`src/rtl/seg_pkg.sv`:
```
// Shared types, constants and hex decode table
// for the 4-digit seven-segment scan controller.
package seg_pkg;

    typedef enum logic {
        BLANK = 1'b0,
        DRIVE = 1'b1
    } state_t;

    localparam logic [6:0] SEG_OFF = 7'h7F;

    // Active-low cathodes, bit 0 = segment a ... bit 6 = segment g
    function automatic logic [6:0] hex2seg(input logic [3:0] h);
        logic [6:0] s;
        s = SEG_OFF;
        unique case (h)
            4'h0: s = 7'h40;
            4'h1: s = 7'h79;
            4'h2: s = 7'h24;
            4'h3: s = 7'h30;
            4'h4: s = 7'h19;
            4'h5: s = 7'h12;
            4'h6: s = 7'h02;
            4'h7: s = 7'h78;
            4'h8: s = 7'h00;
            4'h9: s = 7'h10;
            4'hA: s = 7'h08;
            4'hB: s = 7'h03;
            4'hC: s = 7'h46;
            4'hD: s = 7'h21;
            4'hE: s = 7'h06;
            4'hF: s = 7'h0E;
            default: s = SEG_OFF;
        endcase
        return s;
    endfunction

endpackage

```
`src/rtl/seg_decoder.sv`:
```
// Combinational hex nibble to active-low
// seven-segment pattern.
module seg_decoder
    import seg_pkg::*;
(
    input  logic [3:0] hex,
    output logic [6:0] seg
);

    assign seg = hex2seg(hex);

endmodule

```
`src/rtl/seg_scan_ctrl.sv`:
```
// Four-digit multiplexed seven-segment scanner
// with dead time, leading-zero blanking and tear-free loads.
module seg_scan_ctrl
    import seg_pkg::*;
#(
    parameter int SCAN_DIV  = 100000,
    parameter int BLANK_CYC = 1000,
    parameter int LZ_BLANK  = 1
) (
    input  logic        clk,
    input  logic        reset,
    input  logic        load_valid,
    output logic        load_ready,
    input  logic [15:0] load_data,
    input  logic [3:0]  load_dp,
    output logic [3:0]  an,
    output logic [6:0]  seg,
    output logic        dp,
    output logic        frame_tick
);

    localparam int CW = (SCAN_DIV > 1) ? $clog2(SCAN_DIV) : 1;

    logic [CW-1:0] cnt;
    logic [CW-1:0] cnt_nxt;
    logic [1:0]    dig;
    logic [1:0]    dig_nxt;
    state_t        st;
    state_t        st_nxt;

    logic [15:0]   disp;
    logic [3:0]    disp_dp;
    logic [15:0]   pend;
    logic [3:0]    pend_dp;
    logic          pend_full;

    logic          slot_end;
    logic          accept;
    logic [3:0]    nib;
    logic [6:0]    dec;
    logic [3:0]    lz;

    logic [3:0]    an_nxt;
    logic [6:0]    seg_nxt;
    logic          dp_nxt;

    assign slot_end   = (cnt == CW'(SCAN_DIV - 1));
    assign frame_tick = slot_end && (dig == 2'd3);
    assign load_ready = !pend_full;
    assign accept     = load_valid && load_ready;

    always_comb begin
        cnt_nxt = cnt + 1'b1;
        dig_nxt = dig;
        if (slot_end) begin
            cnt_nxt = '0;
            dig_nxt = dig + 2'd1;
        end
        st_nxt = (cnt_nxt < CW'(BLANK_CYC)) ? BLANK : DRIVE;
    end

    always_ff @(posedge clk or posedge reset) begin
        if (reset) begin
            cnt <= '0;
            dig <= 2'd0;
            st  <= BLANK;
        end else begin
            cnt <= cnt_nxt;
            dig <= dig_nxt;
            st  <= st_nxt;
        end
    end

    assign nib = disp[{dig, 2'b00} +: 4];

    seg_decoder u_dec (
        .hex (nib),
        .seg (dec)
    );

    // A digit blanks only when it and every digit above it is zero
    always_comb begin
        lz    = 4'b0000;
        lz[3] = (LZ_BLANK != 0) && (disp[15:12] == 4'h0);
        lz[2] = lz[3] && (disp[11:8] == 4'h0);
        lz[1] = lz[2] && (disp[7:4] == 4'h0);
    end

    always_comb begin
        an_nxt  = 4'b1111;
        seg_nxt = SEG_OFF;
        dp_nxt  = 1'b1;
        unique case (st)
            BLANK: begin
                an_nxt  = 4'b1111;
            end
            DRIVE: begin
                an_nxt  = ~(4'b0001 << dig);
                seg_nxt = lz[dig] ? SEG_OFF : dec;
                dp_nxt  = ~disp_dp[dig];
            end
            default: begin
                an_nxt  = 4'b1111;
            end
        endcase
    end

    always_ff @(posedge clk or posedge reset) begin
        if (reset) begin
            an  <= 4'b1111;
            seg <= SEG_OFF;
            dp  <= 1'b1;
        end else begin
            an  <= an_nxt;
            seg <= seg_nxt;
            dp  <= dp_nxt;
        end
    end

    // Display only changes at the frame boundary
    always_ff @(posedge clk or posedge reset) begin
        if (reset) begin
            disp      <= 16'h0000;
            disp_dp   <= 4'h0;
            pend      <= 16'h0000;
            pend_dp   <= 4'h0;
            pend_full <= 1'b0;
        end else begin
            if (frame_tick && pend_full) begin
                disp      <= pend;
                disp_dp   <= pend_dp;
                pend_full <= 1'b0;
            end
            if (accept) begin
                pend      <= load_data;
                pend_dp   <= load_dp;
                pend_full <= 1'b1;
            end
        end
    end

    param_ok: assert property (
        @(posedge clk) (BLANK_CYC >= 1) && (BLANK_CYC < SCAN_DIV)
    );

endmodule
```
`config.mk`:
```
export PLATFORM = sky130hd
export DESIGN_NAME = seg_scan_ctrl
export DESIGN_NICKNAME = d
export VERILOG_FILES = /design/src/rtl/seg_pkg.sv /design/src/rtl/seg_decoder.sv /design/src/rtl/seg_scan_ctrl.sv
export SDC_FILE = /design/constraint.sdc
export NUM_CORES = 1
export LEC_CHECK = 0
export CAP_MARGIN = 20
export CORE_MARGIN = 4
export CORE_UTILIZATION = 51
export CTS_CLUSTER_DIAMETER = 60
export DETAILED_ROUTE_END_ITERATION = 10
export GPL_TIMING_DRIVEN = 0
export PLACE_DENSITY = 0.77
export SLEW_MARGIN = 40
export SYNTH_ARGS = -nofsm -noshare
export SYNTH_HDL_FRONTEND = slang
export SYNTH_SLANG_ARGS = --single-unit
```
`constraint.sdc`:
```
create_clock -name clk -period 2.45 [get_ports clk]
set_clock_uncertainty 0.2 [all_clocks]
set_input_delay 0.6125 -clock clk [delete_from_list [all_inputs] [get_ports clk]]
set_output_delay 0.6125 -clock clk [all_outputs]
set_load 0.02 [all_outputs]
```
# Word level (Yosys, flattened, before mapping)
# Memory sizes are Yosys's and may differ from the RTL's.
# Cells that the tools add are included.
[op_classes]
n_addsub = 2
order_cmp = 2
eq_ne = 2
shift = 2
mux = 12
n_bitwise = 3
reduce_logical = 10
[ops]
columns = ["operator", "n"]
rows = [
  ["$add 17x1->17 const B", 1],
  ["$eq 17x17->1 const B", 1],
  ["$lt 17x10->1 const B", 1],
  ["$mux 17", 1],
  ["$shiftx 16x5->4", 1],
  ["$mux 7", 2],
  ["$logic_not 4->1", 3],
  ["$pmux 4 s2", 1],
  ["$mux 1", 6],
  ["$logic_and 1x1->1", 5],
  ["$bmux 1 s2", 2],
  ["$not 4->4", 1],
  ["$shl 1x2->4 const A", 1],
  ["$lt 2x3->1 const B", 1],
  ["$add 2x1->2 const B", 1],
  ["$eq 2x2->1 const B", 1],
  ["$not 1->1", 2],
  ["$reduce_bool 2->1", 1],
  ["$logic_not 1->1", 1],
]
[word_totals]
reg_bits = 73
rom_bits = 112
in_bits = 23
out_inout_bits = 14
elab_cells = 45
mem_count = 1
[memory_table]
columns = ["memory", "words", "word_bits", "read_ports", "rd_ports_with_merged_regs", "write_ports", "line_no", "text"]
rows = [
  ["(name not given)", 16, 7, 1, 0, 0, "seg_pkg.sv:16", "unique case (h)"],
]

# Longest topological paths before layout
# Gate-level depths: netlist of run 1.
[logic_depth]
word_depth = 7
mapped_depth = 7
depth_no_buf = 6

# Hierarchy
# From an unflattened synthesis of run 1, not the netlist that was laid out.
[unflattened]
hier_cells = 280
hier_area_um2 = 3510.9
[modules_own_cells]
columns = ["module", "n_inst", "cells_per_inst", "area_each_um2", "seq_area_each_um2"]
rows = [
  ["seg_scan_ctrl", 1, 247, 3236.9, 1841.8],
  ["seg_decoder", 1, 33, 274.0, 0.0],
]

# Least setup slack after synthesis of run 1
# Ideal clock, no wire load.
[synth_timing]
kind = "register -> register"
start = "register dig[0]"
end = "register seg[3]"
setup_ns = 0.090
t_arrival_ns = 1.991
t_required_ns = 2.160
setup_slack_ns = 0.169
path_stages_with_launch = 8
n_path_buf = 1
synth_period_minus_slack_ns = 2.281
cell_sequence = "dfrtp_1 -> buf_2 -> mux4_2 -> inv_1 -> ha_1 -> inv_1 -> mux4_2 -> nand2b_1"
[synth_via]
elab_chain_cells = 4
elab_cells_between_ends = 6
classes_between = "shift (1); mux (4); memory (1)"
[synth_rtl]
columns = ["element", "line_no", "text"]
rows = [
  ["from (decl)", "seg_scan_ctrl.sv:26", "logic [1:0] dig;"],
  ["from (signal assigned)", "seg_scan_ctrl.sv:69", "dig <= dig_nxt;"],
  ["$shiftx 16x5->4 or $bmux 1 s2 (tied branches)", "seg_scan_ctrl.sv:74, seg_scan_ctrl.sv:99", ""],
  ["$mem_v2 16x7 or $mux 1 (tied branches)", "n/a", ""],
  ["$mux 7 *", "seg_scan_ctrl.sv:99", "seg_nxt = lz[dig] ? SEG_OFF : dec;"],
  ["$mux 7 *", "seg_scan_ctrl.sv:93", "unique case (st)"],
  ["via seg_nxt[3]", "seg_scan_ctrl.sv:44", "logic [6:0] seg_nxt;"],
  ["to (signal assigned)", "seg_scan_ctrl.sv:115", "seg <= seg_nxt;"],
  ["to (decl)", "seg_scan_ctrl.sv:17", "output logic [6:0] seg,"],
]
# The timed path passes the listed nets; every way through them passes the cells marked *. The select of a mux whose other input is x is not followed.
# A chain may end at the register's enable or synchronous reset.

# Worst setup path in the final report of run 1
[layout_timing]
start = "register cnt[6]"
end = "output port frame_tick"
[layout_via]
elab_chain_cells = 2
[layout_rtl]
columns = ["element", "line_no", "text"]
rows = [
  ["from (decl)", "seg_scan_ctrl.sv:24", "logic [CW-1:0] cnt;"],
  ["from (signal assigned)", "seg_scan_ctrl.sv:68", "cnt <= cnt_nxt;"],
  ["$eq 17x17->1", "seg_scan_ctrl.sv:47", "assign slot_end = (cnt == CW'(SCAN_DIV - 1));"],
  ["$logic_and 1x1->1", "seg_scan_ctrl.sv:48", "assign frame_tick = slot_end && (dig == 2'd3);"],
  ["to (decl)", "seg_scan_ctrl.sv:19", "output logic frame_tick"],
]
# Every way passes these cells.

==> results.yml, run 1 <==
timing:
  period_share_pct: 100
  hold_viol: 0
  max_clock_freq_ghz: 0.407
  maxSlewViolCount: 0
  layout_setup_ws_ns: -0.00496
  worst-slew-pin-transition_ns: 0.606
  tns_ns: -0.00496
  holdWs_ns: 0.283
  grt_setup_unrepaired: "true"
  slew_headroom_pct: 59.6
  fin_crit_ns: 2.45
  setup_viol: 1
setup_path:
  cp_cell_sequence: "nor4bb_1, and4_1, and3_4, buf_6"
  cpMaxStageDelayCell: "dfrtp_2"
  worstRegToRegCells: 6
  critPathCaptureType: "output port"
  r2r_start: "dig[0]"
  regToRegEndpoint: "seg[3]"
  cp.required_ns: 1.64
  cpPeakStageDelay_ns: 0.44
  critPathBufInv: 1
  critical_path.max_fanout: 5
  cp-start-kind: "flop"
  crit_type: "flop to output port"
  r2r_slack_ns: 0.06
  crit_family: "simple AND/OR/NAND/NOR gates"
  cp.arrival_ns: 1.64
synthesis:
  synthTopCellsByArea: "dfrtp_1 (43%), dfstp_2 (8.9%), mux2_4 (8.1%), mux2_2 (6.7%), ha_1 (3.9%)"
  synth_ff_type: "dfrtp_1"
  synthXorXnorAreaFrac_pct: 3.71
  yosys_warnings: 0
  yosysSeqAreaShare_pct: 52.1
  synthSimpleGateAreaFrac_pct: 12.0
  synth_top_area_share_pct: 43.2
  async_flop_share_pct: 100
  synth_compound_area_share_pct: 5.62
  synthCells: 282
  postSynthAreaPerCell_um2: 12.5
  synth_top_family_by_area: "multiplexers"
  ys_ff_latch: 73
  synth_edf_count: 0
  syn-cell-area_um2: 3540
  synthDistinctLibCells: 44
  yosys.area_share.adder_pct: 3.89
  synthMuxAreaShare_pct: 19.1
  synth_top_cell_by_area: "dfrtp_1"
  syn_nets: 316
placement:
  hpwl_um: 4810
  gp_congestion: 0.817
  place_area_um2: 4080
  pre_cts_ws_ns: -0.306
  io_buffers: 36
routing:
  firstDrtPassIters: 4
  viasPerCell: 5.57
  routedWlPerCell_um: 15.9
  drtIter0Drc: 163
  num_vias: 2372
  ant_nets: 0
  routed_wl_um: 6760
  drc: 0
min_path:
  min_from: "cnt[0]"
  min_path_cells: 1
  hold_end: "cnt[0]"
  min-delay-path-class: "flop to flop"
pwr:
  p_leak_nw: 1.94
  ir_drop_uv: 381
  p_per_area_nw_per_um2: 544
  power_mw: 2.39
run_status:
  violations: "setup timing"
  status: "finished, violations left"
floorplan:
  die_area_um2: 8330
  fp.dieW_um: 91.3
  rows: 30
  core_area_um2: 6760
  io_pins: 37
  start_util_pct: 52.4
  die_h_um: 91.3
flow_run:
  maxCapViolCount: 0
clock_network:
  cts.htree.levels: 3
  tritoncts: "yes"
  path_clk_slew_ns: 0.08
  cts.sink_count: 73
  cts_buffers: 9
  cts_root_buf: "clkbuf_8"
  cts_buffer_depth: 2
  insertion_delay_ns: 0.35
cells_and_area:
  drive_gt1_share_pct: 31.8
  syn2layout_area_growth_pct: 24.1
  nets: 375
  stdcell_area_um2: 4390
  antenna_cells: 0
global_routing:
  grt_first_pass_wirelength_um: 11300
  grt_remaining_overflow: 0
  grt_max_degree: 27
  grt_pass1_vias: 2336
  grt.total_usage_pct: 17.4
  antenna_found_initial: 0
-- through the flow --
| step | instances | util [%] |
|---|---|---|
| 2_1_floorplan | 282 | - |
| 6_report | 426 | 64.9 |
| 5_1_grt | 426 | 64.9 |
| 4_1_cts | 420 | 64.0 |
| 3_3_place_gp | 398 | 59.2 |
| 3_5_place_dp | 401 | 60.3 |
-- worst max path at each step --
stage / endpoint / startpoint / cells past startpoint / slack [ns]
after floorplan: seg[3] / dig[0] / 7 / 0.17
after global placement: frame_tick / cnt[0] / 5 / -0.31
after detailed placement: frame_tick / cnt[0] / 5 / -0.31
after CTS: frame_tick / cnt[14] / 5 / -0.07
after global routing: frame_tick / cnt[6] / 4 / -0.06
final: frame_tick / cnt[6] / 4 / -0.005
-- registers in the layout, summed over array words and instances, names as in the netlist --
name	flops
dp	1
cnt	17
pend	16
dig	2
disp_dp	4
st	1
pend_dp	4
seg	7
an	4
disp	16
pend_full	1
-- synthesized netlist by cell type, types with 2 or more instances --
cell      instances
dfrtp_1          61
mux2_2           21
nand2_1          21
mux2_4           19
dfstp_2          12
nor2_1           12
ha_1             11
inv_1            10
o21ai_0           9
nand3_1           8
xnor2_1           8
buf_2             7
xor2_1            7
mux4_2            6
nand4_1           6
a21oi_1           5
and2_1            5
nand2b_1          5
nor4_1            5
o221ai_1          5
clkbuf_1          4
buf_6             3
nor2b_1           3
o211ai_1          3
and4_1            2
mux2i_1           2
nor3_1            2
nor3b_1           2
o21a_1            2
or2_1             2
-- layer usage --
layer	GRT usage, %	part of all wire, %	vias to the layer above	wire [µm]
met5	0	0	-	0
met4	10.1	2.3	0	155
li1	-	-	1113	-
met3	3.73	4.4	20	300
met1	23.5	47	1171	3140
met2	25.9	47	68	3160
-- logic make-up (layout without fill, tap and decap cells) --
logic type,Yosys count,in the layout
buffers and inverters,25,89
adder cells (fa/ha/maj),11,11
multiplexers,48,48
AND/OR/NAND/NOR,80,80
flip-flops,73,73
XOR/XNOR,15,15
AO/OA/AOI/OAI,30,30
-- where the power goes --
part	internal, mW	total, mW	switching, mW
registers	1.25	1.27	0.0241
clock network	0.512	1.00	0.488
logic	0.0749	0.115	0.0398
total	1.84	2.39	0.552
-- final cells by class --
class / count / area [µm²]
Fill cell: 507 / 2370
Sequential cell: 73 / 1840
Multi-Input combinational cell: 184 / 1590
Timing Repair Buffer: 50 / 519
Clock buffer: 10 / 138
Tap cell: 80 / 100
Buffer: 13 / 80.1
Clock inverter: 6 / 72.6
Inverter: 10 / 41.3
-- what timing repair did --
action                                  CTS  global route
pin swaps                                 3             3
resized for setup                        10             9
endpoints found under the setup margin    2             2
endpoints found under the hold margin     0             0
gates cloned                              0             0
buffers inserted                          3             8
hold buffers                              0             0
-- layout by cell type, fill, tap and decap left out, types with 3 or more instances in the layout --
cell type,Yosys,layout
ha_1,11,10
dfstp_2,12,12
buf_2,7,6
nand3_1,8,7
clkbuf_8,0,10
xnor2_1,8,8
o21ai_0,9,9
mux2_4,19,19
dfrtp_1,61,59
o211ai_1,3,3
inv_1,10,8
o221ai_1,5,5
nor2b_1,3,3
and2_1,5,4
buf_4,0,11
nor4_1,5,5
inv_6,0,4
mux2_2,21,21
nand4_1,6,6
a21oi_1,5,5
nand2b_1,5,5
clkdlybuf4s50_1,0,35
xor2_1,7,7
buf_6,3,4
nand2_1,21,21
mux4_2,6,6
nor2_1,12,11
Power figures use the tool's default switching activity.
==> run 2: changes to the inputs <==
--- a/config.mk
+++ b/config.mk
@@ -10,6 +10,7 @@
 export CORE_UTILIZATION = 51
 export CTS_CLUSTER_DIAMETER = 60
 export DETAILED_ROUTE_END_ITERATION = 10
+export GPL_ROUTABILITY_DRIVEN = 0
 export GPL_TIMING_DRIVEN = 0
 export PLACE_DENSITY = 0.77
 export SLEW_MARGIN = 40
==> results of run 2 <==
Same layout as run 1: the final DEF is identical, and so are final timing and power.
==> run 3: changes to the inputs <==
--- a/config.mk
+++ b/config.mk
@@ -7,12 +7,12 @@
 export LEC_CHECK = 0
 export CAP_MARGIN = 20
 export CORE_MARGIN = 4
-export CORE_UTILIZATION = 51
+export CORE_UTILIZATION = 40
 export CTS_CLUSTER_DIAMETER = 60
 export DETAILED_ROUTE_END_ITERATION = 10
 export GPL_ROUTABILITY_DRIVEN = 0
 export GPL_TIMING_DRIVEN = 0
-export PLACE_DENSITY = 0.77
+export PLACE_DENSITY = 0.63
 export SLEW_MARGIN = 40
 export SYNTH_ARGS = -nofsm -noshare
 export SYNTH_HDL_FRONTEND = slang
==> results.yml, run 3 (same netlist as run 1, synthesis figures left out) <==
routing:
  drc: 0
  ant_nets: 0
  routedWlPerCell_um: 15.1
  drtIter0Drc: 72
  num_vias: 2267
  viasPerCell: 5.04
  routed_wl_um: 6790
  firstDrtPassIters: 4
placement:
  place_inst: 429
  hpwl_um: 4910
  io_buffers: 36
  place_area_um2: 4110
timing:
  fin_crit_ns: 2.44
  slew_headroom_pct: 58.7
  tns_ns: 0
  max_clock_freq_ghz: 0.410
  grt_setup_unrepaired: "true"
  setup_viol: 0
  worst-slew-pin-transition_ns: 0.619
  hold_viol: 0
  period_share_pct: 99.5
  holdWs_ns: 0.304
  maxSlewViolCount: 0
floorplan:
  die_h_um: 102
  io_pins: 37
  die_area_um2: 10400
  start_util_pct: 40.8
  fp.dieW_um: 102
  rows: 34
  core_area_um2: 8680
setup_path:
  cpMaxStageDelayCell: "dfrtp_2"
  critPathCaptureType: "output port"
  cpPeakStageDelay_ns: 0.43
  critical_path.max_fanout: 2
  cp.arrival_ns: 1.62
  cp-start-kind: "flop"
  worstRegToRegCells: 7
  cp_cell_sequence: "nor4bb_1, and4_1, and3_4, buf_6"
  cp.required_ns: 1.64
  crit_type: "flop to output port"
pwr:
  p_leak_nw: 1.91
  ir_drop_uv: 225
  p_per_area_nw_per_um2: 526
clock_network:
  cts.sink_count: 73
  holdBufCountCts: 0
  path_clk_slew_ns: 0.08
  cts.htree.levels: 3
  insertion_delay_ns: 0.34
  cts_buffers: 9
  cts_root_buf: "clkbuf_8"
  tritoncts: "yes"
  cts_buffer_depth: 2
min_path:
  min_path_cells: 1
  min-delay-path-class: "flop to flop"
cells_and_area:
  final_cell_mix: "dfrtp_1 (59), clkdlybuf4s50_1 (35), mux2_2 (21), nand2_1 (21), mux2_4 (19)"
  nets: 371
  largest_register_ffs: 17
  drive_gt1_share_pct: 31.0
  final_cells: 450
  top_register: "cnt"
  antenna_cells: 0
  reg_top3: "cnt (17), disp (16), pend (16)"
  syn2layout_area_growth_pct: 23.7
  mostFrequentLayoutCell: "dfrtp_1"
  stdcell_area_um2: 4370
run_status:
  status: "finished clean"
global_routing:
  antenna_found_initial: 0
  grt_first_pass_wirelength_um: 11000
  grt_remaining_overflow: 0
  grt.total_usage_pct: 13.8
  grt_max_degree: 26
  grt_pass1_vias: 2242
flow_run:
  maxCapViolCount: 0
[run 3: path summary, 6_finish.rpt]
check	startpoint	end	slack, ns
max in group asynchronous	reset	disp[3]	0.93
min in group asynchronous	reset	cnt[8]	0.36
worst min register to register	pend[12]	disp[12]	0.30
worst min-delay path	pend[12]	disp[12]	0.30
worst max-delay path	cnt[6]	frame_tick	0.01
worst max register to register	dig[0]	seg[3]	0.10
[run 3: cell type report]
class	count	area, µm²
buffer	13	78.8
fill	777	4300
multi-input combinational	184	1600
timing repair buffer	46	489
clock inverter	5	56.3
clock buffer	11	131
inverter	10	41.3
tap	108	135
sequential	73	1840
[run 3: power by group]
part	switching, mW	internal, mW	total (mW)
clock	0.444	0.470	0.914
sequential	0.0263	1.25	1.27
combinational	0.0396	0.0748	0.114
[run 3: metrics by stage]
stage / total power, mW / util (%) / setup WS [ns]
6_report: 2.30 / 50.4 / 0.0133
5_1_grt: 2.40 / 50.4 / -0.0239
4_1_cts: 2.33 / 50.0 / 0.0133
3_5_place_dp: 1.41 / 47.4 / -0.342
3_3_place_gp: 1.40 / 46.5 / -0.345
2_1_floorplan: 1.34 / - / 0.169
[run 3: what timing repair did]
item,4_1_cts,5_1_grt
setup buffers,5,2
endpoints found under the setup margin,2,2
resized for setup,13,8
pin swaps,3,3
[run 3: worst max-delay path, delay by kind of cell (launching register included)]
kind                   cells  cell delay (ns)
flip-flops                 1             0.43
buffers and inverters      1             0.11
AND/OR/NAND/NOR            3             0.75
[run 3: per-layer routing]
layer / up-vias / GRT usage [%] / wire length (µm)
met2: 44 / 20.8 / 3110
met4: 0 / 6.96 / 154
li1: 1109 / - / -
met1: 1103 / 19.0 / 3210
met3: 11 / 2.87 / 312
met5: - / 0 / 0
